`config.mk`:
```
export PLATFORM = sky130hd
export DESIGN_NAME = inv_sbox
export DESIGN_NICKNAME = d
export VERILOG_FILES = /design/src/rtl/inv_sbox.sv
export SDC_FILE = /design/constraint.sdc
export NUM_CORES = 2
export LEC_CHECK = 0
export CAP_MARGIN = 20
export CORE_ASPECT_RATIO = 0.6
export CORE_MARGIN = 3
export CORE_UTILIZATION = 40
export DETAILED_ROUTE_END_ITERATION = 10
export PLACE_DENSITY_LB_ADDON = 0.15
export SLEW_MARGIN = 40
export SYNTH_ARGS = -nofsm -noshare
export SYNTH_HDL_FRONTEND = slang
export SYNTH_SLANG_ARGS = --single-unit
```
`constraint.sdc`:
```
create_clock -name clk -period 99.6 [get_ports clk]
set_clock_uncertainty 0.2 [all_clocks]
set_input_delay 19.92 -clock clk [delete_from_list [all_inputs] [get_ports clk]]
set_output_delay 19.92 -clock clk [all_outputs]
set_load 0.1 [all_outputs]
```
`src/rtl/inv_sbox.sv`:
```
// Inverse S-box stage: loads a permutation stream into inv[V] = arrival index,
// then substitutes cipher bytes through the inverse table over valid/ready.
module inv_sbox #(
    parameter int SIZE      = 256,
    parameter int BIT_WIDTH = 8
) (
    input  logic                 clk,
    input  logic                 reset,
    input  logic                 clear,
    input  logic                 load_valid,
    input  logic [BIT_WIDTH-1:0] load_data,
    output logic                 table_ready,
    output logic [BIT_WIDTH:0]   load_count,
    output logic                 dup_err,
    input  logic                 s_valid,
    input  logic [BIT_WIDTH-1:0] s_data,
    output logic                 s_ready,
    output logic                 m_valid,
    output logic [BIT_WIDTH-1:0] m_data,
    input  logic                 m_ready
);

    typedef enum logic {
        ST_LOAD,
        ST_RUN
    } state_t;

    localparam logic [BIT_WIDTH:0] LAST_COUNT = (BIT_WIDTH + 1)'(SIZE - 1);

    state_t               state;
    logic [BIT_WIDTH-1:0] inv_mem [SIZE];
    logic [SIZE-1:0]      seen;

    logic load_fire;
    logic load_new;
    logic load_dup;
    logic lookup_fire;

    // clear discards any beat offered in the same cycle
    assign load_fire   = (state == ST_LOAD) && load_valid && !clear;
    assign load_new    = load_fire && !seen[load_data];
    assign load_dup    = load_fire && seen[load_data];
    assign s_ready     = table_ready && (!m_valid || m_ready);
    assign lookup_fire = s_valid && s_ready && !clear;

    // NOTE: the table is a register file, not RAM, because reset must zero it;
    // clear leaves it alone since the seen bits already gate reuse.
    always_ff @(posedge clk or posedge reset) begin
        if (reset) begin
            inv_mem <= '{default: '0};
        end else if (load_new) begin
            inv_mem[load_data] <= load_count[BIT_WIDTH-1:0];
        end
    end

    // NOTE: all state uses non-blocking assignments so every register samples
    // pre-edge values, e.g. load_count is read for the LOAD->RUN test before it increments.
    always_ff @(posedge clk or posedge reset) begin
        if (reset) begin
            state       <= ST_LOAD;
            table_ready <= 1'b0;
            load_count  <= '0;
            dup_err     <= 1'b0;
            seen        <= '0;
            m_valid     <= 1'b0;
            m_data      <= '0;
        end else if (clear) begin
            state       <= ST_LOAD;
            table_ready <= 1'b0;
            load_count  <= '0;
            dup_err     <= 1'b0;
            seen        <= '0;
            m_valid     <= 1'b0;
        end else begin
            if (load_new) begin
                seen[load_data] <= 1'b1;
                load_count      <= load_count + 1'b1;
                if (load_count == LAST_COUNT) begin
                    state       <= ST_RUN;
                    table_ready <= 1'b1;
                end
            end
            if (load_dup) begin
                dup_err <= 1'b1;
            end
            if (lookup_fire) begin
                m_valid <= 1'b1;
                m_data  <= inv_mem[s_data];
            end else if (m_ready) begin
                m_valid <= 1'b0;
            end
        end
    end

endmodule

```
==> run metrics <==
Mapped Cells=6585; register bit count reported by yosys=2324; Cell Chain, Critical Path=clkdlybuf4s50_1, nand2b_1, and2_1, buf_2; slowest stage delay, CP=450 ps; # H-tree levels=4; CP Class=in2out; most frequent cell after synthesis=dfrtp_1; core area=0.2623 sq mm; synth cell count leaders=dfrtp_1, mux2_2, mux4_2; drt pass-1 iters=5; post-synthesis sequential area ratio=54.67%; main combinational cell family by area after synthesis=multiplexers; die area=0.2723 sq mm; CTS Buf Count=226; Worst R2R Path Depth=10; Vias/cell=5.853; initial antenna violation count=22; cts repair resizes=0; layout cell share with drive strength beyond 1=55.03%; Max Freq=24.29 MHz; NumNets Final=6569; count of final setup violators=0; setup TNS=0 ps; initial DRC count=4675; hold buffers post-CTS=0; worst reg2reg setup slack=94690 ps; R2R Path Start=seen[154]; clock-pin slew on the worst setup and hold paths=60 ps; max-slew violation count=0; Post-DRT Antenna Nets=0; Power per Cell Area=15.92 mW/mm^2; Synth area leaders=dfrtp_1, mux2_2, mux4_2, clkbuf_1, o21ba_2; VDD IR max=0.01282 mV; Simple-Gate Fraction of Synth Area=3.029%; crit path DAT=21040 ps; Placed Instances=9833; Post CTS Setup Buffer Count=0; cell taking the most area after synthesis=dfrtp_1; Critical Path RT=79480 ps; Die Wd=671.7 um; GPL Wtd Cong=0.8208; RSZ-0062 raised after global routing=no; Worst Hold Path EP=inv_mem[1560]; Yosys cell types=54; worst min path class=reg2reg; compound-cell area share of the yosys netlist=2.443%; total gr overflow=0; worst slack, placed=58420 ps; io pins=43; drt drc=0; Worst-Skew Late Latency=900 ps; maximum clock path buffer count=4; Syn Nets=6609; Global Route Usage Sum=23.05%; Async SR Flop Fraction=100.0%; global-route wire length before repair=459500 um; Post-Layout Cell Count=10247; largest fanout on the critical path=2; CP startpoint kind=input port; vias post-DR=59979; pin count of the biggest net entering global routing=167; post-synthesis adder-cell area fraction=0.02353%; CTS tree=yes; Site Rows=145; Critical R2R Capture=inv_mem[1822]; Top FF cell, synth=dfrtp_1; CTS root buf=clkbuf_16; mapped cell area=0.1064 sq mm; cell count of the worst hold path=1; synthesis-to-layout area growth=12.23%; Fill cells=22958; Slew @ Worst Pin=882.1 ps; Final Cycle Share=41.33%; total wire length=311000 um; Slew Limit Headroom=41.19%; Hold Fails Final Rpt=0; max cap viols=0; Synth Warn #=0; Die Y=405.4 um; final worst setup slack=58440 ps; startpoint of the worst hold path=inv_mem[1560]; run status=completed; Mapped Avg Cell Area=16.15 sq um; Final HPWL DP=204900 um; CP endpoint kind=primary output; CTS Sinks=2324; Critical-path top delay cell=clkdlybuf4s50_1; Pleak=56.16 nW; WL per Instance=30.35 um; multiplexer area fraction after synthesis=37.42%; Synth Area in XOR/XNOR=0%; minimum clock period=41160 ps; vias in the first global route=61686; top cell type's share of synthesized area=54.67%; family with the most delay on the worst path=buffers and inverters; EDFF count, synth=0; Buf+Inv Stages, Crit Path=2; PortBufs=42; Initial Utilization=40.55%
[state kept, by name (all words and copies together) (netlist names)]
register,count
dup_err,1
inv_mem,2048
load_count,9
m_data,8
m_valid,1
seen,256
state,1
[layout by cell type (no fill, tap or decap), drive strengths merged, types with 8 or more instances in the layout]
cell type and count:
a21oi 130, nor3 129, mux4 716, nor4 19, nand3 67, mux2i 39
nor2b 36, o21ba 136, dfrtp 2324, nand2 74, o21ai 10, a22oi 11
a211oi 11, nor2 82, buf 238, mux2 2060, clkbuf 333, clkdlybuf4s50 8
a2111oi 19, nand4 25, bufinv 10, clkinv 50, nand2b 11, inv 127
[area by class of cell]
class	instances	area, sq um	share of cell area, %
sequential	2324	58190	48.74
multi-input combinational	3622	46500	38.95
clock buffer	332	6635	5.558
tap	3528	4414	3.698
timing repair buffer	247	2527	2.117
clock inverter	65	633.1	0.5303
inverter	124	478.0	0.4004
antenna	5	12.51	0.01048
[routing by layer]
layer  up-vias  share of wire (%)  GRT usage [%]
met4         4                2.8          5.768
met5         -             0.0071              0
met1     33352                 49          36.62
met2      1452                 41          31.72
met3       421                6.6          4.904
li1      24750                  -              -
[kinds of logic (layout without fill, tap and decap cells)]
logic type	after synthesis	count (layout)
AOI/OAI and AO/OA	340	340
adders and majority gates	2	2
buffers and inverters	639	768
DFF	2324	2324
muxes	2815	2815
other	0	5
and+or+nand+nor	465	465
[through the flow]
stage	area [sq um]	util, %	hold WS [ps]	power [mW]
after floorplan	106400	-	252.4	1.024
after global placement	110600	42.14	266.7	1.049
after detailed placement	111800	42.62	275.0	1.053
after CTS	119100	45.39	290.1	1.925
after global routing	119400	45.50	304.7	1.971
final	119400	45.51	285.5	1.901
[report_power, final]
part / switching, mW / internal, mW / leakage [nW] / total [mW]
Clock: 0.381 / 0.485 / 3.62 / 0.866
Combinational: 0.0667 / 0.0222 / 20.1 / 0.0889
Sequential: 0.00108 / 0.945 / 32.5 / 0.946
[worst register-to-register path, cell delays in order (launching register included)]
cell       delay (ps)
dfrtp_1           390
mux4_2            450
nor2b_1           130
a2111oi_0         760
or4_1             330
nand2_2            90
or3_4             580
buf_4             470
nor4_4            700
buf_4             290
mux2_2            350
[how the worst max path moves through the flow]
| stage | start | endpoint | cells past startpoint |
|---|---|---|---|
| after floorplan | reset | dup_err | 1 |
| after global placement | m_ready | s_ready | 4 |
| after detailed placement | m_ready | s_ready | 4 |
| after CTS | m_ready | s_ready | 4 |
| after global routing | m_ready | s_ready | 4 |
| final | m_ready | s_ready | 4 |
Power figures use the tool's default switching activity.
